File: src/rtl/icache_ctrl_pkg.sv
// Shared types and helpers for the icache bank dispatch controller.
package icache_ctrl_pkg;

  // Dispatch FSM states.
  typedef enum logic [1:0] {
    IDLE      = 2'd0,
    FLUSH_ALL = 2'd1,
    SEL_FLUSH = 2'd2,
    WAIT_REL  = 2'd3
  } dispatch_state_e;

  // Default geometry: 16-byte lines interleaved across 8 banks.
  localparam int unsigned DEF_CACHE_LINE_BYTES = 16;
  localparam int unsigned DEF_NB_CACHE_BANKS   = 8;

  // Field widths, never below one bit so they can size declarations.
  localparam int unsigned OFFSET_BITS =
    ($clog2(DEF_CACHE_LINE_BYTES) > 0) ? $clog2(DEF_CACHE_LINE_BYTES) : 1;
  localparam int unsigned BANK_BITS =
    ($clog2(DEF_NB_CACHE_BANKS) > 0) ? $clog2(DEF_NB_CACHE_BANKS) : 1;

  // Owning bank of an address for line-interleaved banks. The bank count is a
  // power of two, so masking with (nb_banks-1) selects the index field; a
  // single bank yields 0.
  function automatic logic [31:0] bank_idx(input logic [63:0] addr,
                                           input int unsigned off_bits,
                                           input int unsigned nb_banks);
    logic [63:0] shifted;
    shifted = addr >> off_bits;
    return 32'(shifted & 64'(nb_banks - 1));
  endfunction

endpackage

File: src/rtl/icache_bank_ack_collector.sv
// Per-bank request/ack collector: raises a request vector on start, drops each
// bank's request once its ack is seen, and flags completion when every bank of
// interest has answered.
module icache_bank_ack_collector
  import icache_ctrl_pkg::*;
#(
  parameter int unsigned NB_BANKS = 8
) (
  input  logic                clk_i,
  input  logic                rst_ni,
  input  logic                start_i,
  input  logic [NB_BANKS-1:0] start_mask_i,
  input  logic [NB_BANKS-1:0] ack_i,
  output logic [NB_BANKS-1:0] req_o,
  output logic                all_done_o
);

  logic [NB_BANKS-1:0] req_q, req_d;
  logic [NB_BANKS-1:0] mask_q, mask_d;
  logic                busy_q, busy_d;
  logic [NB_BANKS-1:0] sampled;
  logic [NB_BANKS-1:0] mask_next;

  // Acks only count while the matching request is still up; repeats are
  // therefore ignored. Banks outside the start mask are pre-marked done.
  always_comb begin
    sampled    = req_q & ack_i;
    mask_next  = mask_q | sampled;
    all_done_o = busy_q && (&mask_next);
    req_d      = req_q;
    mask_d     = mask_q;
    busy_d     = busy_q;
    if (start_i) begin
      req_d  = start_mask_i;
      mask_d = ~start_mask_i;
      busy_d = 1'b1;
    end else if (busy_q) begin
      req_d  = req_q & ~sampled;
      mask_d = mask_next;
      if (all_done_o) begin
        busy_d = 1'b0;
      end
    end
  end

  // Request, sticky ack mask and busy flag registers.
  always_ff @(posedge clk_i or negedge rst_ni) begin
    if (!rst_ni) begin
      req_q  <= '0;
      mask_q <= '0;
      busy_q <= 1'b0;
    end else begin
      req_q  <= req_d;
      mask_q <= mask_d;
      busy_q <= busy_d;
    end
  end

  assign req_o = req_q;

endmodule

File: src/rtl/icache_bank_ctrl_dispatch.sv
// Fans bypass, full-flush and selective-flush requests from the icache control
// unit out to the banks and returns one aggregated handshake upstream.
module icache_bank_ctrl_dispatch
  import icache_ctrl_pkg::*;
#(
  parameter int unsigned NB_CACHE_BANKS   = 8,
  parameter int unsigned ADDR_WIDTH       = 32,
  parameter int unsigned CACHE_LINE_BYTES = 16
) (
  input  logic                      clk_i,
  input  logic                      rst_ni,
  input  logic                      bypass_req_i,
  output logic [NB_CACHE_BANKS-1:0] bypass_ack_o,
  input  logic                      flush_req_i,
  output logic                      flush_ack_o,
  input  logic                      sel_flush_req_i,
  input  logic [ADDR_WIDTH-1:0]     sel_flush_addr_i,
  output logic                      sel_flush_ack_o,
  output logic [NB_CACHE_BANKS-1:0] bank_bypass_req_o,
  input  logic [NB_CACHE_BANKS-1:0] bank_bypass_ack_i,
  output logic [NB_CACHE_BANKS-1:0] bank_flush_req_o,
  input  logic [NB_CACHE_BANKS-1:0] bank_flush_ack_i,
  output logic [NB_CACHE_BANKS-1:0] bank_sel_flush_req_o,
  output logic [ADDR_WIDTH-1:0]     bank_sel_flush_addr_o,
  input  logic [NB_CACHE_BANKS-1:0] bank_sel_flush_ack_i
);

  localparam int unsigned LINE_SHIFT = $clog2(CACHE_LINE_BYTES);
  localparam logic [NB_CACHE_BANKS-1:0] BANK_ONE = NB_CACHE_BANKS'(1);

  dispatch_state_e state_q, state_d;

  logic [ADDR_WIDTH-1:0]     sel_addr_q, sel_addr_d;
  logic                      absorbed_q, absorbed_d;
  logic                      flush_ack_q, flush_ack_d;
  logic                      sel_ack_q, sel_ack_d;
  logic [NB_CACHE_BANKS-1:0] bank_bypass_req_q;
  logic [NB_CACHE_BANKS-1:0] bypass_ack_q;

  logic [63:0]               addr_ext;
  logic [31:0]               sel_idx;
  logic [NB_CACHE_BANKS-1:0] sel_onehot;

  logic                      coll_start;
  logic [NB_CACHE_BANKS-1:0] coll_start_mask;
  logic [NB_CACHE_BANKS-1:0] coll_ack;
  logic [NB_CACHE_BANKS-1:0] coll_req;
  logic                      coll_done;

  // Owning bank of the incoming selective-flush address, as a one-hot vector.
  always_comb begin
    addr_ext   = 64'(sel_flush_addr_i);
    sel_idx    = bank_idx(addr_ext, LINE_SHIFT, NB_CACHE_BANKS);
    sel_onehot = BANK_ONE << sel_idx;
  end

  // One collector serves both flavours; only the ack source relevant to the
  // current state is fed in, so stray acks of the other kind are ignored.
  assign coll_ack = (state_q == FLUSH_ALL) ? bank_flush_ack_i : bank_sel_flush_ack_i;

  icache_bank_ack_collector #(
    .NB_BANKS (NB_CACHE_BANKS)
  ) u_ack_collector (
    .clk_i        (clk_i),
    .rst_ni       (rst_ni),
    .start_i      (coll_start),
    .start_mask_i (coll_start_mask),
    .ack_i        (coll_ack),
    .req_o        (coll_req),
    .all_done_o   (coll_done)
  );

  // Dispatch FSM: next state, collector start and completion pulses.
  always_comb begin
    state_d         = state_q;
    coll_start      = 1'b0;
    coll_start_mask = '0;
    sel_addr_d      = sel_addr_q;
    absorbed_d      = absorbed_q;
    flush_ack_d     = 1'b0;
    sel_ack_d       = 1'b0;
    unique case (state_q)
      IDLE: begin
        if (flush_req_i) begin
          // Full flush wins; a concurrent selective request rides along.
          coll_start      = 1'b1;
          coll_start_mask = '1;
          absorbed_d      = sel_flush_req_i;
          state_d         = FLUSH_ALL;
        end else if (sel_flush_req_i) begin
          coll_start      = 1'b1;
          coll_start_mask = sel_onehot;
          sel_addr_d      = sel_flush_addr_i;
          state_d         = SEL_FLUSH;
        end
      end
      FLUSH_ALL: begin
        // A selective request arriving mid-flush is covered by the full flush.
        absorbed_d = absorbed_q | sel_flush_req_i;
        if (coll_done) begin
          flush_ack_d = 1'b1;
          sel_ack_d   = absorbed_q | sel_flush_req_i;
          absorbed_d  = 1'b0;
          state_d     = WAIT_REL;
        end
      end
      SEL_FLUSH: begin
        if (coll_done) begin
          // Upstream samples flush_ack in its selective state too.
          flush_ack_d = 1'b1;
          sel_ack_d   = 1'b1;
          state_d     = WAIT_REL;
        end
      end
      WAIT_REL: begin
        // Hold off until upstream releases both levels to avoid a retrigger.
        if (!flush_req_i && !sel_flush_req_i) begin
          state_d = IDLE;
        end
      end
      default: state_d = IDLE;
    endcase
  end

  // FSM state, latched address and registered ack pulses.
  always_ff @(posedge clk_i or negedge rst_ni) begin
    if (!rst_ni) begin
      state_q     <= IDLE;
      sel_addr_q  <= '0;
      absorbed_q  <= 1'b0;
      flush_ack_q <= 1'b0;
      sel_ack_q   <= 1'b0;
    end else begin
      state_q     <= state_d;
      sel_addr_q  <= sel_addr_d;
      absorbed_q  <= absorbed_d;
      flush_ack_q <= flush_ack_d;
      sel_ack_q   <= sel_ack_d;
    end
  end

  // Bypass path: one register each way, independent of the flush FSM.
  always_ff @(posedge clk_i or negedge rst_ni) begin
    if (!rst_ni) begin
      bank_bypass_req_q <= '1;
      bypass_ack_q      <= '1;
    end else begin
      bank_bypass_req_q <= {NB_CACHE_BANKS{bypass_req_i}};
      bypass_ack_q      <= bank_bypass_ack_i;
    end
  end

  assign bank_bypass_req_o     = bank_bypass_req_q;
  assign bypass_ack_o          = bypass_ack_q;
  assign bank_flush_req_o      = (state_q == FLUSH_ALL) ? coll_req : '0;
  assign bank_sel_flush_req_o  = (state_q == SEL_FLUSH) ? coll_req : '0;
  assign bank_sel_flush_addr_o = sel_addr_q;
  assign flush_ack_o           = flush_ack_q;
  assign sel_flush_ack_o       = sel_ack_q;

endmodule

File: config.mk
export PLATFORM = sky130hd
export DESIGN_NAME = icache_bank_ctrl_dispatch
export DESIGN_NICKNAME = d
export VERILOG_FILES = /design/src/rtl/icache_ctrl_pkg.sv /design/src/rtl/icache_bank_ack_collector.sv /design/src/rtl/icache_bank_ctrl_dispatch.sv
export SDC_FILE = /design/constraint.sdc
export NUM_CORES = 1
export LEC_CHECK = 0
export ABC_AREA = 1
export CAP_MARGIN = 0
export CORE_MARGIN = 2
export CORE_UTILIZATION = 25
export DETAILED_ROUTE_END_ITERATION = 10
export PLACE_DENSITY = 0.63
export SLEW_MARGIN = 10
export SYNTH_ARGS = -nofsm -noshare
export SYNTH_HDL_FRONTEND = slang
export SYNTH_HIERARCHICAL = 1
export SYNTH_SLANG_ARGS = --single-unit
File: constraint.sdc
create_clock -name clk_i -period 2.7 [get_ports clk_i]
set_input_delay 0.54 -clock clk_i [delete_from_list [all_inputs] [get_ports clk_i]]
set_output_delay 0.54 -clock clk_i [all_outputs]
set_load 0.03 [all_outputs]
Word level (Yosys, flattened, before mapping)
Index checks and enable logic that the tools add are counted.
{"block": "classes", "bitwise_logic": 7, "n_mux": 28, "n_shift": 1, "reduce_logical": 12, "eq_ne": 7}
{"op": "$mux 8", "count": 10}
{"op": "$and 8x8->8", "count": 2}
{"op": "$not 8->8", "count": 2}
{"op": "$mux 1", "count": 11}
{"op": "$mux 2", "count": 4}
{"op": "$or 8x8->8", "count": 1}
{"op": "$reduce_and 8->1", "count": 1}
{"op": "$shl 1x3->8 const A", "count": 1}
{"op": "$pmux 2 s3", "count": 1}
{"op": "$reduce_and 3->1", "count": 2}
{"op": "$eq 2x2->1 const B", "count": 2}
{"op": "$ne 2x2->1 const B", "count": 2}
{"op": "$pmux 1 s2", "count": 2}
{"op": "$reduce_bool 2->1", "count": 2}
{"op": "$ne 3x3->1 const B", "count": 1}
{"op": "$eq 2x1->1 const B", "count": 1}
{"op": "$logic_and 1x1->1", "count": 2}
{"op": "$logic_not 1->1", "count": 2}
{"op": "$logic_not 2->1", "count": 1}
{"op": "$ne 2x1->1 const B", "count": 1}
{"op": "$reduce_and 2->1", "count": 1}
{"op": "$reduce_or 2->1", "count": 1}
{"op": "$not 1->1", "count": 1}
{"op": "$or 1x1->1", "count": 1}
{"block": "totals", "register_bits": 63, "output_inout_bits": 66, "word_cells": 65, "input_bits": 61}

Logic depth before layout (Yosys ltp)
Gate-level depths: netlist of the first run.
{"block": "depth", "depth_word": 9, "depth_mapped": 17}

Hierarchy
Netlist of the first run, hierarchy kept.
{"mod": "icache_bank_ctrl_dispatch", "area_each_um2": 2336.0, "n_inst": 1, "cells_each": 276, "seq_area_each_um2": 1162.4}
{"mod": "icache_bank_ack_collector", "area_each_um2": 822.0, "n_inst": 1, "cells_each": 96, "seq_area_each_um2": 425.4}

Least setup slack after synthesis of the first run
OpenSTA, ideal clock, no wires.
{"block": "synth_timing", "kind": "register -> register", "startpoint": "register state_q[1]", "endpoint": "register state_q[0]", "required_time_ps": 2583, "t_arrival_ps": 1807, "path_buffers": 2, "setup_time_ps": 117, "slack_ps": 776, "path_stages_with_launch": 18, "cell_sequence": "dfrtp_1 > inv_1 > ha_1 > buf_2 > buf_2 > nand2_1 > nand2_1 > nand2_1 > nand2_1 > nand2_1 > nor2_1 > nand2_1 > nor2_1 > inv_1 > nand2_1 > nand3_1 > nand2_1 > nand2_1"}
{"block": "synth_via", "elab_chain_cells": 8, "elab_cells_between_ends": 15, "cone_classes": "eq/ne (6); mux (2); bitwise (2); reduce/logical (5)"}
{"item": "from (decl)", "line_no": "icache_bank_ctrl_dispatch.sv:31", "text": "dispatch_state_e state_q, state_d;"}
{"item": "from (signal assigned)", "line_no": "icache_bank_ctrl_dispatch.sv:134", "text": "state_q <= state_d;"}
{"item": "$eq 2x1->1", "line_no": "icache_bank_ctrl_dispatch.sv:59", "text": "assign coll_ack = (state_q == FLUSH_ALL) ? bank_flush_ack_i : bank_sel_flush_ack_i;"}
{"item": "$mux 8", "line_no": "icache_bank_ctrl_dispatch.sv:59"}
{"item": "net coll_ack[5]", "line_no": "icache_bank_ctrl_dispatch.sv:46", "text": "logic [NB_CACHE_BANKS-1:0] coll_ack;"}
{"item": "$and 8x8->8", "line_no": "icache_bank_ack_collector.sv:27", "text": "sampled = req_q & ack_i;"}
{"item": "$or 8x8->8", "line_no": "icache_bank_ack_collector.sv:28", "text": "mask_next = mask_q | sampled;"}
{"item": "$reduce_and 8->1", "line_no": "icache_bank_ack_collector.sv:29", "text": "all_done_o = busy_q && (&mask_next);"}
{"item": "$logic_and 1x1->1", "line_no": "icache_bank_ack_collector.sv:29"}
{"item": "net coll_done", "line_no": "icache_bank_ctrl_dispatch.sv:48", "text": "logic coll_done;"}
{"item": "$ne 2x1->1 (no source line)"}
{"item": "$reduce_and 3->1 (no source line)"}
The timed path passes the listed nets, and every way through them passes these cells.
A chain may end at the register's enable or synchronous reset.

Worst setup path in the final report of the first run
{"block": "layout_timing", "startpoint": "register state_q[0]", "endpoint": "output port bank_sel_flush_req_o[7]"}
{"block": "layout_via", "elab_chain_cells": 2}
{"item": "$eq 2x2->1", "line_no": "icache_bank_ctrl_dispatch.sv:156", "text": "assign bank_sel_flush_req_o = (state_q == SEL_FLUSH) ? coll_req : '0;"}
{"item": "$mux 8", "line_no": "icache_bank_ctrl_dispatch.sv:156"}
{"item": "to (decl)", "line_no": "icache_bank_ctrl_dispatch.sv:23", "text": "output logic [NB_CACHE_BANKS-1:0] bank_sel_flush_req_o,"}
Every way passes these cells.

==> run summary, run 1 <==
The floorplan core area came out at 12470 µm². The worst reg-to-reg path cell count came out at 16. The flow ran to the end, and the final reports show no timing, DRC or antenna violations. After synthesis, the most frequently instantiated cells are 115 x sky130_fd_sc_hd__nand2_1, 64 x sky130_fd_sc_hd__inv_1, 54 x sky130_fd_sc_hd__dfrtp_1. The cell count after synthesis came out at 372. The weighted congestion at the end of routability-driven global placement came out at 0.7865. For this configuration, the core starts out at a cell density of 0.2533. The number of global-route vias before repair came out at 2719. The largest individual stage delay along the critical path comes from the cell sky130_fd_sc_hd__clkdlybuf4s50_1.

The post-detailed-route wirelength per cell is 11.59 µm. Of the total synthesized cell area, the portion taken by AND, OR, NAND and NOR gates is 0.1870. The worst IR drop on VDD came out at 0.0004316 V.

The placed standard-cell area came out at 4537 µm². The post-synthesis cell area came out at 3158 µm². Yosys printed 6 warnings. Detailed placement ended at an HPWL of 6050 µm.

The kind of start point of the critical path is a flip-flop. The worst endpoint required time came out at 2160 ps. TritonCTS built the clock tree. The xor and xnor fraction of the mapped netlist area is 0.

The area growth from synthesis to layout is 54.04%. The shortest period the worst path allows came out at 2563 ps. Walking the worst path, the cells encountered are inv_1 > ha_2 > nand2_1 > inv_1 > clkdlybuf4s50_1. The data arrival at the endpoint of the critical path came out at 2020 ps. Of all cell types, the one taking the most synthesized area is sky130_fd_sc_hd__dfrtp_1. For this block, the initial DRC count from the detailed router was 139. The number of nets at the end of the flow came out at 559.

The post-synthesis adder-cell area fraction came out at 0.01585. The chip height came out at 116.4 µm. The number of max-slew violations in the final report is 0. The number of vias after detailed routing is 2743.

The transition time at the pin with the least slew margin is 738.0 ps. The number of antenna violations at the first check in global routing came to 0. The worst-case register-to-register setup slack is 470 ps. The number of buffers created by CTS is 9. The post-synthesis compound-gate area fraction came out at 0.1585.

Synthesis inferred 63 register bits. The max-slew headroom at the worst pin is 0.5080. The portion of netlist area occupied by mux cells is 0.

The clock sink count is 63. The standard-cell row count is 41. The per-instance average area after synthesis is 8.489 µm². The setup TNS is 0 ps.

The number of setup violations in the final report is 0. The post-synth net total came out at 437. The clock arrives with 7.685 ps of skew. After synthesis, the largest family of logic cells by area is simple AND/OR/NAND/NOR gates. Clock-pin slew was measured on the worst setup and hold paths at 50 ps. The total congestion overflow is 0.

Power spread over the standard cell area amounts to 1148 nW/µm². The endpoint of the worst-slack reg-to-reg timing path is state_q[0]. In this design, the stage delay of the slowest critical-path cell is 660 ps. The synthesized design contains 0 enable-type register cells.

The worst setup path is captured at an output pin. The number of distinct library cells after synthesis is 22. The part of the Yosys area used for sequential elements is 0.5028. Dividing the detail-routed via count by the number of cells gives 4.088.

Derived from the worst setup path, the maximum achievable clock frequency is 390.1 MHz. The number of inserted diodes came out at 0. The worst register-to-register path begins at state_q[1]. The static leakage power came out at 2.384 nW. sky130_fd_sc_hd__nand2_1 is the most common cell in the netlist.

The share of layout cells above drive strength 1 came out at 0.1523. The hold violation total from the final report came out at 0. Port buffering added 126 buffers. The critical path is of the flip-flop to output pin type. Fill cells in the final layout number 1250. Entering global routing, the biggest net connects 37 pins. The die boundary width is 116.4 µm. The overall die area came out at 13550 µm². Of the available clock period, the critical path in the final layout requires 0.9494. The area share of the leading cell type in the synthesized netlist is 0.4279. The antenna violation net count after detailed routing is 0.

The residual DRC count came out at 0. After synthesis, the cell types taking the most area are sky130_fd_sc_hd__dfrtp_1 43%, sky130_fd_sc_hd__nand2_1 14%, sky130_fd_sc_hd__o21ai_2 8.9%, sky130_fd_sc_hd__inv_1 7.6%, sky130_fd_sc_hd__dfstp_2 7.5%. The worst hold-check path type is primary input to asynchronous set/reset pin. The tree is rooted in a sky130_fd_sc_hd__clkbuf_16. The first-pass GRT wire length is 12660 µm. The number of violations of the max-capacitance limit came out at 0. The number of I/O pins came out at 127. In this run the post-CTS setup repair buffer count came out at 0. In this run the number of H-tree levels came out at 3. Setup repair after global routing left no endpoint under its margin.

For this run, the total global-route usage over all layers was measured as 0.1202. The clock reaches the later pin of the worst-skew pair after 320 ps. Among the stages of the critical path, the cell type that occurs most often is sky130_fd_sc_hd__inv_1. The total iterations of the first detailed-routing run is 4.

The summed area of non-filler cells in the final layout is 4865 µm². Of all nets on the critical path, the largest fanout is 9. The share of synthesized flip-flops with an asynchronous set or reset came out at 1.000. The maximum buffer depth of the clock tree came out at 2. The detailed-route wire length came out at 7778 µm.

Among all flip-flop cells after synthesis, the most frequent one is sky130_fd_sc_hd__dfrtp_1.
-- metrics by stage --
stage / instances / total power [mW] / util / setup WS (ps) / hold WS (ps)
after global routing: 671 / 5.992 / 0.3902 / 2.627 / 347.2
after floorplan: 372 / 3.393 / - / 776.1 / 244.4
after global placement: 655 / 4.354 / 0.3639 / 260.4 / 465.7
after CTS: 671 / 5.647 / 0.3892 / 46.71 / 303.9
after detailed placement: 655 / 4.412 / 0.3639 / 194.9 / 468.4
final: 671 / 5.584 / 0.3902 / 136.6 / 279.2
-- sequential cells by signal (all words and copies together), names as in the netlist --
name                    flops
sel_flush_ack_o             1
bank_bypass_req_o           1
state_q                     2
flush_ack_o                 1
bypass_ack_o                8
u_ack_collector/busy_q      1
u_ack_collector/mask_q      8
bank_sel_flush_addr_o      32
absorbed_q                  1
u_ack_collector/req_o       8
-- area by class of cell --
| cell class | count | area (µm²) | area share |
|---|---|---|---|
| inverter | 73 | 274.0 | 0.05633 |
| tap | 172 | 215.2 | 0.04424 |
| clock inverter | 3 | 40.04 | 0.008230 |
| clock buffer | 13 | 270.3 | 0.05556 |
| timing repair buffer | 131 | 1321 | 0.2716 |
| sequential | 63 | 1588 | 0.3264 |
| multi-input combinational | 216 | 1156 | 0.2377 |
-- layer usage --
layer / GRT usage / part of all wire / vias up
met1: 0.1437 / 0.42 / 1297
li1: - / - / 1377
met5: 0 / 0 / -
met2: 0.2050 / 0.51 / 63
met4: 0.04127 / 0.013 / 0
met3: 0.03736 / 0.057 / 6
-- power by group --
group	internal [mW]	switching [mW]	leakage [nW]
Sequential	1.35	0.249	0.758
Combinational	1.13	1.66	1.47
Clock	0.787	0.401	0.156
-- placed cells by master (no fill, tap or decap), types with 2 or more instances in the layout --
cell type	instances
sky130_fd_sc_hd__buf_12	2
sky130_fd_sc_hd__a21oi_1	6
sky130_fd_sc_hd__dfstp_2	9
sky130_fd_sc_hd__buf_4	3
sky130_fd_sc_hd__o21ai_2	32
sky130_fd_sc_hd__ha_1	2
sky130_fd_sc_hd__clkdlybuf4s50_1	124
sky130_fd_sc_hd__o21ai_1	4
sky130_fd_sc_hd__o221ai_1	8
sky130_fd_sc_hd__clkbuf_16	9
sky130_fd_sc_hd__dfrtp_1	54
sky130_fd_sc_hd__nand3_1	9
sky130_fd_sc_hd__o21ai_0	20
sky130_fd_sc_hd__nand2_1	115
sky130_fd_sc_hd__inv_2	9
sky130_fd_sc_hd__inv_1	64
sky130_fd_sc_hd__or2_0	4
sky130_fd_sc_hd__nor2_1	6
sky130_fd_sc_hd__or2_1	5
sky130_fd_sc_hd__clkinv_2	2
sky130_fd_sc_hd__clkbuf_8	3
-- worst max-delay path by stage --
stage,startpoint,cells past startpoint,slack (ps),end
after floorplan,state_q[1],17,780,state_q[0]
after global placement,state_q[1],5,260,bank_flush_req_o[0]
after detailed placement,state_q[1],5,190,bank_flush_req_o[3]
after CTS,state_q[1],5,50,bank_flush_req_o[3]
after global routing,state_q[0],5,3,bank_sel_flush_req_o[2]
final,state_q[0],5,140,bank_sel_flush_req_o[7]
-- logic make-up after synthesis --
| kind of cell | count (synthesis) |
|---|---|
| simple gates | 142 |
| buf+inv | 93 |
| flops | 63 |
| fa+ha+maj | 4 |
| compound gates | 70 |
-- worst max-delay path: cells and delay by family, from the launching register on --
family,cells,cell delay [ps]
buffers and inverters,3,840
and+or+nand+nor,1,80
DFF,1,440
adders and majority gates,1,330
-- repair_timing --
| action | 4_1_cts | 5_1_grt |
|---|---|---|
| setup endpoints to repair | 8 | 5 |
| gates resized for setup | 2 | 2 |
| hold buffers | 0 | 0 |
| pin swaps | 0 | 0 |
Note: power is estimated with default switching activity, not from simulation.
==> inputs of run 2 (changes only) <==
- CAP_MARGIN: 0 -> 20
- CTS_BUF_LIST: default -> sky130_fd_sc_hd__clkbuf_4 sky130_fd_sc_hd__clkbuf_8
- RECOVER_POWER: default -> 100
==> run summary, run 2 (synthesis gave the netlist of run 1 again) <==
The count of buffer and inverter cells on the critical path came out at 3. Measured against its own limit, the worst slew margin works out to -0.1814. The total iterations of the first detailed-routing run came out at 4. The transition time at the pin with the least slew margin came out at 1772 ps. The number of port buffers is 126. The floorplan core area is 12470 µm². The first-pass GRT wire length came out at 12540 µm. The wire length on met2 came out at 3855 µm. Measured along the x axis, the die boundary spans 116.4 µm. The hold violation total from the final report came to 0. In this run the critical register-to-register path is launched from state_q[1]. The share of layout cells above drive strength 1 came out at 0.09218. STA classifies the critical path endpoint as an output pin. The worst hold path begins at bank_sel_flush_addr_o[1].

The worst setup path is launched from a flip-flop. The detailed-route wire length on metal 1 is 3385 µm. The post-detailed-route wirelength per cell is 11.62 µm. The overall power consumption came out at 4.982 mW. The data arrival at the endpoint of the critical path is 2060 ps. At the worst endpoint, the required time is 2160 ps.

In the finished design, the share of the clock period the worst path needs comes to 0.9630. The number of global-route vias before repair is 2703. The clock transition at the registers of the reported paths came out at 70 ps. The insertion delay of the later-clocked pin in the worst-skew pair is 340 ps. After clock tree synthesis, the setup repair step added 0 buffers. The placed standard-cell area is 4537 µm². The final reports fail on max-capacitance violations, max-slew violations.

The static leakage power came out at 2.342 nW. After detailed routing, the total wire length is 7796 µm. The residual DRC count is 0. The cell chosen for the clock root is sky130_fd_sc_hd__clkbuf_8. Max-cap violations in this run came to 1. After layout, the minimum clock period comes to 2600 ps. The number of flip-flops under the largest register name is 32. Entering global routing, the biggest net connects 37 pins. TritonCTS built the clock tree. Counting along the longest clock path gives a buffer depth of 2.

In the layout the commonest cells are 115 x sky130_fd_sc_hd__nand2_1, 66 x sky130_fd_sc_hd__inv_1, 63 x sky130_fd_sc_hd__dlygate4sd3_1. Setup repair after global routing left no endpoint under its margin. In this design, the largest share of critical-path delay is due to buffers and inverters.

The H-tree was split into 3 levels. Walking the worst path, the cells encountered are inv_1 > ha_2 > nand2_1 > inv_1 > clkdlybuf4s50_1. The total congestion overflow came out at 0. The number of vias after detailed routing is 2733. The DRC marker count from the first detailed-route iteration came out at 106.

The slowest stage of the critical path belongs to the cell sky130_fd_sc_hd__clkdlybuf4s50_1. The placed cell count is 655. Once layout is done, the placed cells without fillers occupy 4606 µm².

The most frequent standard cell in the layout excluding fill and tap cells is sky130_fd_sc_hd__nand2_1. The highest layer touched by signal routing is met4. The final-layout fill cell count is 1311. The setup TNS came out at 0 ps. The weighted congestion at the end of routability-driven global placement is 0.7865. The worst IR drop on VDD is 0.0003837 V. The number of antenna violations at the first check in global routing came out at 0.

Detailed placement ended at an HPWL of 6050 µm. The number of inserted diodes is 0. The average vias per placed instance is 4.073. The floorplan step defined a die boundary enclosing 13550 µm².

The maximum clock frequency is 384.6 MHz. The number of buffers created by CTS is 9. Across the routed clock network, the largest skew measured is 6.895 ps. Of all nets on the critical path, the largest fanout is 9. The initial utilization of the core area, before any placement, comes to 0.2533. The antenna violation net count after detailed routing came out at 0. The areal power density over the cells came out at 1082 nW/µm². The biggest cell delay along the critical path is 670 ps.

The met3 wire length came out at 439 µm. The path type of the worst setup path is flip-flop to output pin. The number of setup violations in the final report is 0. The number of non-filler instances in the completed layout is 671. Across every metal layer, demand over resource in global routing totals 0.1199. The area growth from synthesis to layout is 45.84%. The launching element of the worst setup path is state_q[0]. The cell seen most often among critical-path stages is sky130_fd_sc_hd__inv_1. The floorplan has 41 rows. In this run the count of I/O pins placed on the die edge is 127. The number of nets at the end of the flow is 559. Clock tree synthesis found a total of 63 sinks. The min-delay analysis places its worst path in the category flip-flop to flip-flop. The flow ran to the end, but the final reports show violations. The number of max-slew violations in the final report came out at 32. The chip height came out at 116.4 µm.
## run 2: per-layer routing
layer  vias up  GRT usage
li1       1378          -
met1      1282     0.1430
met2        66     0.2000
met3         7    0.03944
met4         0    0.04841
met5         -          0
## run 2: repair_timing
action,4_1_cts,5_1_grt
setup endpoints to repair,16,8
gates cloned,0,0
hold buffers,0,0
resized for setup,2,7
## run 2: layout make-up
class                      instances  area (µm²)  area share
clock buffer                      13       172.7     0.03749
clock inverter                     3       40.04    0.008693
inverter                          73       274.0     0.05949
multi-input combinational        216        1050      0.2279
sequential                        63        1588      0.3447
tap                              172       215.2     0.04673
timing repair buffer             131        1266      0.2749
## run 2: path summary, 6_finish.rpt
| path | endpoint | cells after the start | slack, ps |
|---|---|---|---|
| setup / recovery | bank_sel_flush_req_o[0] | 5 | 100 |
| min in group asynchronous | u_ack_collector/req_o[1] | 1 | 670 |
| hold / removal | bank_sel_flush_addr_o[1] | 2 | 480 |
| max in group asynchronous | bank_sel_flush_addr_o[2] | 1 | 1000 |
| setup reg to reg | state_q[0] | 16 | 360 |
| hold reg to reg | bank_sel_flush_addr_o[1] | 2 | 480 |
## run 2: where the power goes
| group | switching (mW) | internal [mW] | leakage [nW] |
|---|---|---|---|
| combinational | 1.59 | 0.928 | 1.47 |
| sequential | 0.235 | 1.35 | 0.758 |
| clock | 0.365 | 0.510 | 0.113 |
| total | 2.19 | 2.79 | 2.34 |
## run 2: per-stage QoR
stage               utilization  hold WS (ps)  setup WS (ps)
finish                   0.3695         476.1          99.80
global route             0.3695         504.9         0.4727
CTS                      0.3814         274.7          15.95
detailed placement       0.3639         468.4          194.9
global placement         0.3639         465.7          260.4
floorplan                     -         244.4          776.1
## run 2: worst register-to-register path, stage by stage, from the launching register on
cell	delay [ps]
sky130_fd_sc_hd__dfrtp_1	420
sky130_fd_sc_hd__inv_1	110
sky130_fd_sc_hd__ha_4	240
sky130_fd_sc_hd__inv_1	310
sky130_fd_sc_hd__nand2_1	110
sky130_fd_sc_hd__nand2_1	90
sky130_fd_sc_hd__nand2_1	70
sky130_fd_sc_hd__nand2_1	60
sky130_fd_sc_hd__nand2_1	50
sky130_fd_sc_hd__nor2_1	120
sky130_fd_sc_hd__nand2_1	90
sky130_fd_sc_hd__nor2_1	150
sky130_fd_sc_hd__inv_1	80
sky130_fd_sc_hd__nand2_1	100
sky130_fd_sc_hd__nand3_1	100
sky130_fd_sc_hd__nand2_1	80
sky130_fd_sc_hd__nand2_1	50
==> inputs of run 3 (changes only) <==
--- a/config.mk
+++ b/config.mk
@@ -15,2 +15,3 @@
 export RECOVER_POWER = 100
+export REMOVE_ABC_BUFFERS = 1
 export SLEW_MARGIN = 10
==> constraint.sdc (replaced) <==
create_clock -name clk_i -period 2.7 [get_ports clk_i]
set_input_delay 0.27 -clock clk_i [delete_from_list [all_inputs] [get_ports clk_i]]
set_output_delay 0.27 -clock clk_i [all_outputs]
set_load 0.03 [all_outputs]
==> run summary, run 3 (synthesis gave the netlist of run 1 again) <==
The area growth from synthesis to layout came out at 46.12%. The floorplan step set the die width to 116.4 µm. Entering global routing, the biggest net connects 40 pins. The worst setup path is of the flip-flop to output pin kind. For this configuration, the core starts out at a cell density of 0.2533. In the global route stage, overall resource usage came out at 0.1258. The run finished, with violations left. Power spread over the standard cell area amounts to 1074 nW/µm². The standard-cell row count came out at 41. The total iterations of the first detailed-routing run came out at 4. The endpoint kind of the worst setup timing path is an output pin. In this run the worst hold path is classified as primary input to flip-flop. Including well taps, the total number of placed cells is 654. The floorplan step defined a die boundary enclosing 13550 µm². The static leakage power came out at 2.373 nW. The number of flip-flops under the largest register name is 32.

In the layout the commonest cells are 115 x sky130_fd_sc_hd__nand2_1, 76 x sky130_fd_sc_hd__dlygate4sd3_1, 65 x sky130_fd_sc_hd__inv_1. The worst clock skew on the final layout is 10.29 ps. Setup repair after global routing left no endpoint under its margin.

TritonCTS built the clock tree. The number of port buffers came out at 126. After the first detailed-routing iteration, the DRC count stood at 129. The worst-case register-to-register setup slack came out at 450 ps.

The share of layout cells above drive strength 1 is 0.09218. The startpoint identified for the worst hold timing path is bank_bypass_ack_i[0]. The fraction of the cycle the final worst path needs came out at 0.9264. The number of violations of the max-capacitance limit is 1.

The final reports fail on max-capacitance violations, max-slew violations. Data arrives at the worst endpoint at 2230 ps. The worst reg-to-reg path cell count came out at 6. The number of global-route vias before repair is 2706. The weighted congestion at the end of routability-driven global placement is 0.8049. In the routed design, unresolved DRC markers number 0. The maximum buffer depth of the clock tree is 2. The library cell used most frequently in the layout, excluding fill and tap cells, is sky130_fd_sc_hd__nand2_1. In this run the critical register-to-register path is captured at bank_sel_flush_addr_o[7]. Measured on the finished design, the core utilization comes to 0.3702. The number of non-filler instances in the completed layout came out at 671. The setup TNS is 0 ps. The number of I/O pins came out at 127. Clock-pin slew was measured on the worst setup and hold paths at 70 ps. The insertion delay of the later-clocked pin in the worst-skew pair is 340 ps. The number of antenna violations at the first check in global routing is 0. In the final routed layout, each cell accounts on average for 12.17 µm. Along the worst path, the maximum fanout reaches 9. The post-CTS setup repair buffer count is 0. The first global-routing pass estimated 13050 µm of wire. The average vias per placed instance is 4.061.

The max-slew headroom at the worst pin came out at -0.1759. The clock sink count is 63. The transition time at the pin with the least slew margin came out at 1764 ps. The number of buffers created by CTS came out at 9. The HPWL reported at the end of detailed placement is 6265 µm. The number of vias after detailed routing is 2725. The worst setup path is launched from a flip-flop. The number of cells traversed by the worst hold path came out at 1. The number of max-slew violations in the final report came out at 33. The number of inserted diodes is 0. The chip height came out at 116.4 µm.

The total area inside the core boundary comes to 12470 µm². The tightest hold margin is 478.5 ps. The number of levels in the clock H-tree is 3. For this block, the routed nets add up to 8163 µm of wire. The worst IR drop on VDD came out at 0.0003295 V. The startpoint identified for the worst register-to-register timing path is state_q[0]. The net count of the finished layout is 559.

The total congestion overflow came out at 0. The antenna violation net count after detailed routing came out at 0. Derived from the worst setup path, the maximum achievable clock frequency is 399.8 MHz. The number of setup violations in the final report came out at 0. The shortest period the worst path allows is 2501 ps. For hold timing, the worst endpoint is bypass_ack_o[0].

CTS placed an instance of sky130_fd_sc_hd__clkbuf_8 at the clock tree root. The hold violation total from the final report was 0. The worst endpoint required time came out at 2430 ps.
run 3: final cells by class:
class                      count  area [µm²]
clock buffer                  13       172.7
clock inverter                 3       40.04
fill                        1331        7851
inverter                      73       274.0
multi-input combinational    216        1035
sequential                    63        1588
tap                          172       215.2
timing repair buffer         131        1290
run 3: metal layers:
metal,global-route usage,part of all wire,vias to the layer above
met1,0.1563,0.46,1250
met3,0.03217,0.058,8
met4,0.04048,0.0086,0
met2,0.2140,0.48,88
li1,-,-,1379
met5,0,0,-
run 3: how the worst max path moves through the flow:
stage / end / startpoint / slack [ps]
after detailed placement: state_q[1] / state_q[1] / 270
after CTS: bank_flush_req_o[0] / state_q[1] / 20
after global placement: state_q[1] / state_q[1] / 430
after global routing: u_ack_collector/mask_q[6] / rst_ni / 100
final: bank_sel_flush_req_o[0] / state_q[0] / 200
after floorplan: u_ack_collector/req_o[4] / state_q[0] / 640
run 3: critical path, stage by stage, from the launching register on:
cell and delay, ps:
sky130_fd_sc_hd__dfrtp_1 420, sky130_fd_sc_hd__inv_1 110, sky130_fd_sc_hd__ha_1 430, sky130_fd_sc_hd__nand2_1 110
sky130_fd_sc_hd__inv_1 70, sky130_fd_sc_hd__dlygate4sd3_1 760
run 3: repair_timing:
item	CTS	global route
setup endpoints to repair	0	10
hold buffers	1	0
endpoints found under the hold margin	1	0
gates resized for setup	0	1
run 3: stage by stage:
step | setup slack [ps] | total power, mW | instance area, µm²
after floorplan | 640.4 | 3.315 | 3003
after global placement | 433.9 | 4.353 | 4517
after detailed placement | 273.3 | 4.411 | 4517
after CTS | 22.28 | 5.309 | 4740
after global routing | 96.16 | 5.358 | 4614
final | 198.7 | 4.956 | 4614
run 3: power by group:
| part | switching (mW) | internal (mW) |
|---|---|---|
| logic | 1.59 | 0.919 |
| clock network | 0.357 | 0.510 |
| registers | 0.225 | 1.35 |
